## src/rtl/fp_mul_norm_pipe_pkg.sv

```systemverilog
// Shared constants for the FP multiplier normaliser: default datapath widths,
// exponent bias and the shift-amount width helper.
package fp_mul_norm_pipe_pkg;

    localparam int PRODWIDTH    = 48;   // 2 x significand width, implied 1 included
    localparam int EXPWIDTH     = 8;    // exponent field width
    localparam int BIAS_DEFAULT = 127;  // exponent bias

    // Width needed to hold a shift amount of 0..pw inclusive.
    function automatic int fpnorm_shw(input int pw);
        return $clog2(pw) + 1;
    endfunction

    localparam int FPNORM_SHW = fpnorm_shw(PRODWIDTH);

endpackage

```

## src/rtl/fp_mul_norm_pipe_lzc.sv

```systemverilog
// fpnorm_lzc: combinational PW-bit leading-zero counter (result 0..PW).
module fpnorm_lzc #(
    parameter int PW  = 48,
    parameter int SHW = 7
) (
    input  logic [PW-1:0]  value,
    output logic [SHW-1:0] count
);

    // Scan from LSB upward so the most significant set bit decides the count.
    always_comb begin
        count = SHW'(PW);
        for (int i = 0; i < PW; i++) begin
            if (value[i]) begin
                count = SHW'(PW - 1 - i);
            end
        end
    end

endmodule

```

## src/rtl/fp_mul_norm_pipe.sv

```systemverilog
// fp_mul_norm_pipe: two-stage valid/ready normaliser between the mantissa
// multiplier and the rounder. Produces the left-aligned fraction (implied 1
// removed), biased exponent, sticky bit and tiny/overflow/zero flags.
// Build option FPNORM_LZC_EN: full leading-zero count and right shift into the
// denormal range. Without it, legacy mode looks only at the top two product
// bits and never shifts right (sticky_out is always 0).
module fp_mul_norm_pipe
    import fp_mul_norm_pipe_pkg::*;
#(
    parameter int PW   = PRODWIDTH,
    parameter int EW   = EXPWIDTH,
    parameter int BIAS = BIAS_DEFAULT
) (
    input  logic                 clk,
    input  logic                 reset,
    input  logic                 in_valid,
    output logic                 in_ready,
    input  logic [PW-1:0]        prod,
    input  logic signed [EW+1:0] exp_sum,
    output logic                 out_valid,
    input  logic                 out_ready,
    output logic [PW-1:0]        norm_out,
    output logic [EW-1:0]        exp_out,
    output logic                 sticky_out,
    output logic                 tiny_out,
    output logic                 ovf_out,
    output logic                 zero_out
);

    localparam int SHW = fpnorm_shw(PW);
    // Exponent math is one bit wider than exp_sum so exp_sum+1-lz never wraps.
    localparam int XW  = EW + 3;

    localparam logic signed [XW-1:0] ONE     = XW'(1);
    localparam logic signed [XW-1:0] EXP_OVF = XW'((1 << EW) - 1);

    // The bias is already folded into exp_sum upstream; reject a value that
    // could not describe a valid exponent range for this field width.
    if (BIAS <= 0 || BIAS >= (1 << EW) - 1) begin : g_bias_check
        $error("fp_mul_norm_pipe: BIAS out of range for EW");
    end

    // ------------------------------------------------------------------
    // Handshake: each stage advances when it is empty or its consumer moves.
    // ------------------------------------------------------------------
    logic s1_valid, s2_valid;
    logic s1_en, s2_en;

    assign s2_en     = !s2_valid || out_ready;
    assign s1_en     = !s1_valid || s2_en;
    assign in_ready  = s1_en;
    assign out_valid = s2_valid;

    // ------------------------------------------------------------------
    // Leading-zero count of the incoming product.
    // ------------------------------------------------------------------
    logic [SHW-1:0] lz_in;

`ifdef FPNORM_LZC_EN
    fpnorm_lzc #(
        .PW  (PW),
        .SHW (SHW)
    ) u_lzc (
        .value (prod),
        .count (lz_in)
    );
`else
    // Product lies in [1,4) for normal operands, so only the top bit matters.
    assign lz_in = prod[PW-1] ? '0 : SHW'(1);
`endif

    // ------------------------------------------------------------------
    // Stage 1: register the operands and their leading-zero count.
    // ------------------------------------------------------------------
    logic [PW-1:0]        s1_prod;
    logic signed [EW+1:0] s1_exp_sum;
    logic [SHW-1:0]       s1_lz;

    // Capture an accepted beat; reset empties the stage and zeroes its data.
    // NOTE: state is written with non-blocking (<=) so every register samples
    // pre-edge values; blocking here would let stages race within one edge.
    always_ff @(posedge clk) begin
        if (reset) begin
            s1_valid   <= 1'b0;
            s1_prod    <= '0;
            s1_exp_sum <= '0;
            s1_lz      <= '0;
        end else if (s1_en) begin
            s1_valid <= in_valid;
            if (in_valid) begin
                s1_prod    <= prod;
                s1_exp_sum <= exp_sum;
                s1_lz      <= lz_in;
            end
        end
    end

    // ------------------------------------------------------------------
    // Stage 1 -> 2: exponent classification and barrel shift.
    // ------------------------------------------------------------------
    logic signed [XW-1:0] k;      // exp_sum + 1
    logic signed [XW-1:0] e_res;  // exp_sum + 1 - lz
    logic signed [XW-1:0] lz_x;

    assign lz_x  = XW'(s1_lz);
    assign k     = XW'(s1_exp_sum) + ONE;
    assign e_res = k - lz_x;

    logic [PW-1:0] n_norm;
    logic [EW-1:0] n_exp;
    logic          n_sticky, n_tiny, n_ovf, n_zero;

`ifdef FPNORM_LZC_EN
    logic [XW-1:0] rsh;
    assign rsh = XW'(-k);
`endif

    // Pick one of zero / overflow / normal / tiny and form the result.
    // NOTE: every output gets a default before the case logic so no path
    // leaves a variable unassigned, which would otherwise infer a latch.
    always_comb begin
        n_norm   = '0;
        n_exp    = '0;
        n_sticky = 1'b0;
        n_tiny   = 1'b0;
        n_ovf    = 1'b0;
        n_zero   = 1'b0;
        if (s1_prod == '0) begin
            n_zero = 1'b1;
        end else if (e_res >= EXP_OVF) begin
            n_ovf = 1'b1;
            n_exp = '1;
        end else if (e_res >= ONE) begin
            // Shifting one past the leading 1 drops the implied bit.
            n_norm = s1_prod << (s1_lz + SHW'(1));
            n_exp  = e_res[EW-1:0];
        end else begin
            n_tiny = 1'b1;
`ifdef FPNORM_LZC_EN
            if (!k[XW-1]) begin
                // k <= lz here, so the left shift never loses a set bit.
                n_norm = s1_prod << k[SHW-1:0];
            end else if (rsh >= XW'(PW)) begin
                n_sticky = |s1_prod;
            end else begin
                n_norm   = s1_prod >> rsh[SHW-1:0];
                n_sticky = |(s1_prod & ~({PW{1'b1}} << rsh[SHW-1:0]));
            end
`else
            n_norm = s1_prod[PW-1] ? s1_prod : (s1_prod << 1);
`endif
        end
    end

    // ------------------------------------------------------------------
    // Stage 2: output register, held while the consumer stalls.
    // ------------------------------------------------------------------
    // Load a new result only when the output slot is free or being drained.
    // NOTE: the data registers are reset as well as the valid bit, so the
    // outputs read as zero after reset rather than stale operand values.
    always_ff @(posedge clk) begin
        if (reset) begin
            s2_valid   <= 1'b0;
            norm_out   <= '0;
            exp_out    <= '0;
            sticky_out <= 1'b0;
            tiny_out   <= 1'b0;
            ovf_out    <= 1'b0;
            zero_out   <= 1'b0;
        end else if (s2_en) begin
            s2_valid <= s1_valid;
            if (s1_valid) begin
                norm_out   <= n_norm;
                exp_out    <= n_exp;
                sticky_out <= n_sticky;
                tiny_out   <= n_tiny;
                ovf_out    <= n_ovf;
                zero_out   <= n_zero;
            end
        end
    end

endmodule

```

## config.mk

```make
export PLATFORM = sky130hd
export DESIGN_NAME = fp_mul_norm_pipe
export DESIGN_NICKNAME = d
export VERILOG_FILES = /design/src/rtl/fp_mul_norm_pipe_pkg.sv /design/src/rtl/fp_mul_norm_pipe_lzc.sv /design/src/rtl/fp_mul_norm_pipe.sv
export SDC_FILE = /design/constraint.sdc
export NUM_CORES = 1
export LEC_CHECK = 0
export BUFFER_PORTS_ARGS = -buffer_cell sky130_fd_sc_hd__buf_2
export CAP_MARGIN = 10
export CORE_ASPECT_RATIO = 1.25
export CORE_MARGIN = 4
export CORE_UTILIZATION = 25
export DETAILED_ROUTE_END_ITERATION = 6
export GPL_ROUTABILITY_DRIVEN = 0
export GPL_TIMING_DRIVEN = 0
export HOLD_SLACK_MARGIN = 0.15
export PLACE_DENSITY = 0.5
export SLEW_MARGIN = 0
export SYNTH_ARGS = -nofsm -noshare
export SYNTH_HDL_FRONTEND = slang
export SYNTH_SLANG_ARGS = --single-unit
```

## constraint.sdc

```tcl
create_clock -name clk -period 9.4 [get_ports clk]
set_clock_uncertainty 0.2 [all_clocks]
set_input_delay 0 -clock clk [delete_from_list [all_inputs] [get_ports clk]]
set_output_delay 0 -clock clk [all_outputs]
set_load 0.01 [all_outputs]
```

Word level (Yosys, flattened, before mapping) --
Cells that the tools add are included.
Storage, ports and cells: register bits after elaboration 126, input port bits 62, word-level logic and storage cells 37
Operators by class: multiplexer cells 14, add/subtract/negate cells 3, magnitude comparators 2, shift operators 1, reductions and logical operators 7
Operators by type and width (number):
- 2-to-1 mux 48 bit | 4
- zero test 48 bit | 1
- << shifter 48 x 7 -> 48 bit | 1
- 2-to-1 mux 8 bit | 3
- adder 10 x 2 -> 11 bit (second input constant) | 1
- >= comparator 11 x 2 -> 1 bit (second input constant) | 1
- >= comparator 11 x 9 -> 1 bit (second input constant) | 1
- subtractor 11 x 8 -> 11 bit | 1
- adder 7 x 1 -> 7 bit (second input constant) | 1
- 2-to-1 mux 1 bit | 7
- AND reduction 2 bit | 2
- zero test 1 bit | 2
- logical OR 1 bit | 2

Logic depth before layout (Yosys ltp) --
word-level depth 6, mapped depth 15

Least setup slack after synthesis --
No wires, ideal clock.
path kind reg2reg, start reg s1_lz[0], end reg norm_out[47], data arrival time 2933 ps, stages on the path, launching flop included 12, path slack 6111 ps, data required time 9044 ps, clock period less this slack 3289 ps, library setup time 156 ps, buffers on the path 1, cells stage by stage dfxtp_1 > inv_1 > ha_1 > ha_1 > a211oi_2 > xnor2_1 > or4_4 > nor4_4 > a21oi_1 > a21oi_4 > buf_6 > a221oi_1
On the way: word-level cells in the longest chain between the ends 5, elaborated cells on any way between the ends 8
RTL lines:
- from (decl) | RTL line fp_mul_norm_pipe.sv:77 | logic [SHW-1:0] s1_lz;
- from (signal assigned) | RTL line fp_mul_norm_pipe.sv:93 | s1_lz <= lz_in;
- subtractor 11 x 8 -> 11 bit / adder 7 x 1 -> 7 bit (equally long branches) | RTL line fp_mul_norm_pipe.sv:107, fp_mul_norm_pipe.sv:135
- >= comparator 11 x 2 -> 1 bit / << shifter 48 x 7 -> 48 bit (equally long branches) | RTL line fp_mul_norm_pipe.sv:133, fp_mul_norm_pipe.sv:135
- 2-to-1 mux 48 bit | RTL line fp_mul_norm_pipe.sv:133 | end else if (e_res >= ONE) begin
- 2-to-1 mux 48 bit (*) | RTL line fp_mul_norm_pipe.sv:130 | end else if (e_res >= EXP_OVF) begin
- 2-to-1 mux 48 bit (*) | RTL line fp_mul_norm_pipe.sv:128 | if (s1_prod == '0) begin
- to (signal assigned) | RTL line fp_mul_norm_pipe.sv:173 | norm_out <= n_norm;
- to (decl) | RTL line fp_mul_norm_pipe.sv:22 | output logic [PW-1:0] norm_out,
Every way passes the cells marked *; elsewhere a longest branch is shown, timed or not. A chain may end at the register's enable or synchronous reset.

Worst setup path after layout --
start reg s1_lz[0], end reg norm_out[24]
Same word-level chain as after synthesis.

==> impl_metrics.json <==
{
  "status": "finished, final reports clean",
  "cts_max_path_buffers": 2,
  "die-area_mm2": 0.0265,
  "synth_top_cells_by_count": "nand2_1, dfxtp_1, a21oi_1",
  "final_nets": 1008,
  "synth-compound-area-share": 0.321,
  "syn_avg_cell_area_um2": 8.73,
  "critical_path.max_fanout": 10,
  "yosysUniqueCellTypes": 61,
  "ios": 124,
  "grt_pass1_vias": 6235,
  "clk_pin_slew_ns": 0.06,
  "num_rows": 63,
  "cts_buffers": 17,
  "fp.dieW_um": 147,
  "synthCells": 687,
  "hold_class": "input port to flop",
  "portBuffers": 121,
  "antenna_cells": 0,
  "synthArstFlopShare": 0,
  "synthFlopType": "dfxtp_1",
  "worst_path_largest_cell_delay_ns": 0.46,
  "grt_setup_unrepaired": "false",
  "cts_tree": "done",
  "synth-simple-area-share": 0.168,
  "cpMaxStageDelayCell": "a221oi_4",
  "coreArea_mm2": 0.0236,
  "synth_most_common_cell": "nand2_1",
  "overflow": 0,
  "tns_ns": 0,
  "grt_first_pass_wirelength_um": 33800,
  "yosys.area.top_type": "dfxtp_1",
  "cp.required_ns": 9.51,
  "p_per_area_mw_per_mm2": 176,
  "grt_start_max_net_pins": 17,
  "drtAntennaViolNets": 0,
  "p_clk_frac": 0.434,
  "switching_share": 0.288,
  "synth_edf_count": 0,
  "synthMuxAreaShare": 0.00334,
  "cts_root_buffer": "clkbuf_16",
  "synth_top_cell_area_share": 0.401,
  "crit_arrival_ns": 4.06,
  "start_util": 0.253,
  "finalWirelength_um": 21400,
  "pwr-share-comb": 0.192,
  "antenna_found_initial": 0,
  "fill_cells": 2519,
  "worstSetupStartpointType": "flop",
  "synth.area.top_cells": "dfxtp_1, nand2_1, a221oi_2",
  "worst_pin_slew_ns": 0.835,
  "ys_warn_count": 0,
  "drc": 0,
  "synth_area_mm2": 0.00599,
  "layout_setup_ws_ns": 5.45,
  "ir_drop_mv": 0.0994,
  "vias": 6174,
  "power.leakage_nw": 3.35,
  "hold_viol_final": 0,
  "cts_sinks": 120,
  "timing.slew.headroom": 0.443,
  "syn-num-nets": 761,
  "fmax_ghz": 0.253,
  "dp_slack_ns": 5.55,
  "die_h_um": 181,
  "clkLatencyLatePin_ns": 0.42,
  "drt_first_pass_iters": 4,
  "path_class": "flop to flop",
  "p_int_w": 0.00108,
  "path_cells": "inv_1 -> ha_1 -> ha_1 -> a211oi_2 -> o21ai_0 -> a221oi_4 -> nor2b_1 -> a211oi_2 -> buf_2 -> buf_2 -> o221ai_1 -> a221oi_2",
  "syn_to_final_growth_pct": 43.9,
  "p_sw_w": 0.000438,
  "synth_top_family_by_area": "compound AO/OA/AOI/OAI gates",
  "period_share": 0.420,
  "sequentialPowerShare": 0.374,
  "synth_seq_cells": 120,
  "wl_per_cell_um": 17.3,
  "drv_cap": 0,
  "period_needed_ns": 3.95,
  "vias_per_cell": 4.99,
  "grt_usage": 0.160,
  "ys_seq_area_frac": 0.401,
  "post_cts_resized": 0,
  "maxSlewViolCount": 0,
  "setup_viol": 0,
  "synth_xor_xnor_area_share": 0.00731,
  "drive_gt1_frac": 0.239,
  "end_kind": "flop",
  "place_hpwl_um": 15200,
  "yosys.area_share.adder": 0.0250,
  "drt_iter0_markers": 254,
  "htree_levels": 4
}
[critical path, delay by kind of cell (launching register included)]
| kind | cells | cell delay [ns] |
|---|---|---|
| AO/OA/AOI/OAI | 6 | 1.99 |
| adder cells (fa/ha/maj) | 2 | 0.39 |
| buffers and inverters | 3 | 0.71 |
| flip-flops | 1 | 0.44 |
| AND/OR/NAND/NOR | 1 | 0.11 |
[layer usage]
layer / global-route usage / wire length, µm
met3: 0.0351 / 870
met2: 0.286 / 10900
met5: 0 / 0
met1: 0.189 / 9170
met4: 0.0520 / 434
[timing repair]
item,4_1_cts,5_1_grt
endpoints found under the hold margin,95,0
hold buffers,107,0
setup buffers,0,0
[power by group through the flow]
| stage | clock network, W | registers (W) | logic [W] |
|---|---|---|---|
| CTS | 0.000672 | 0.000567 | 0.000294 |
| floorplan | 0 | 0.000573 | 0.000177 |
| global route | 0.000696 | 0.000571 | 0.000322 |
| detailed placement | 0 | 0.000578 | 0.000258 |
| global placement | 0 | 0.000578 | 0.000257 |
| finish | 0.000660 | 0.000567 | 0.000292 |
[final timing paths]
check                                           start                         to  slack [ns]  cells past startpoint
worst max register to register  s1_lz[0]$_SDFFE_PP0P_  norm_out[24]$_SDFFE_PP0P_        5.45                     12
worst min register to register   ovf_out$_SDFFE_PP0P_       ovf_out$_SDFFE_PP0P_        0.26                      2
worst max-delay path            s1_lz[0]$_SDFFE_PP0P_  norm_out[24]$_SDFFE_PP0P_        5.45                     12
worst min-delay path                         prod[37]   s1_prod[37]$_SDFFE_PP0P_        0.17                      4
[cells in the final DEF, fill, tap and decap left out, drive strengths merged, types with 2 or more instances in the layout]
cell type	instances
ha	12
a211o	2
o211ai	2
mux2i	2
a31o	2
nor2	5
nand4	5
o31ai	2
nor4	13
clkinv	4
a21oi	113
bufinv	3
buf	144
o221ai	44
and3	3
nand3	3
nand2b	5
a31oi	9
xor2	3
clkbuf	55
o21ai	4
a21o	4
nand2	185
inv	13
nor2b	3
and2	2
a221oi	46
dfxtp	120
a211oi	5
dlygate4sd3	109
xnor2	2
clkinvlp	4
or3b	2
[layout make-up]
class,instances,area (µm²),share of cell area
Timing Repair Buffer,228,1680,0.194
Multi-Input combinational cell,494,3150,0.365
Inverter,13,48.8,0.00566
Buffer,60,392,0.0454
Sequential cell,120,2400,0.279
Clock buffer,20,437,0.0506
Clock inverter,11,151,0.0176
Tap cell,292,365,0.0424
[state kept, by name (all words and copies together) (netlist names)]
| name | flops |
|---|---|
| exp_out | 8 |
| norm_out | 48 |
| out_valid | 1 |
| ovf_out | 1 |
| s1_exp_sum | 10 |
| s1_lz | 1 |
| s1_prod | 48 |
| s1_valid | 1 |
| tiny_out | 1 |
| zero_out | 1 |
[kinds of logic (layout without fill, tap and decap cells)]
| group | count (synthesis) | in the layout |
|---|---|---|
| and+or+nand+nor | 232 | 232 |
| other | 1 | 1 |
| muxes | 2 | 2 |
| buffers and inverters | 73 | 332 |
| DFF | 120 | 120 |
| adders and majority gates | 12 | 12 |
| xor gates and xnor gates | 5 | 5 |
| AOI/OAI and AO/OA | 242 | 242 |
[metrics by stage]
step | utilization | hold slack (ns) | instances | total power [W] | instance area, µm²
4_1_cts | 0.365 | 0.154 | 1238 | 0.00153 | 8620
3_5_place_dp | 0.295 | 0.0471 | 1100 | 0.000836 | 6970
2_1_floorplan | - | -0.0640 | 687 | 0.000750 | 5990
3_3_place_gp | 0.295 | 0.0438 | 1100 | 0.000835 | 6970
5_1_grt | 0.365 | 0.181 | 1238 | 0.00159 | 8620
6_report | 0.365 | 0.172 | 1238 | 0.00152 | 8620
(Power assumes the default switching activity.)
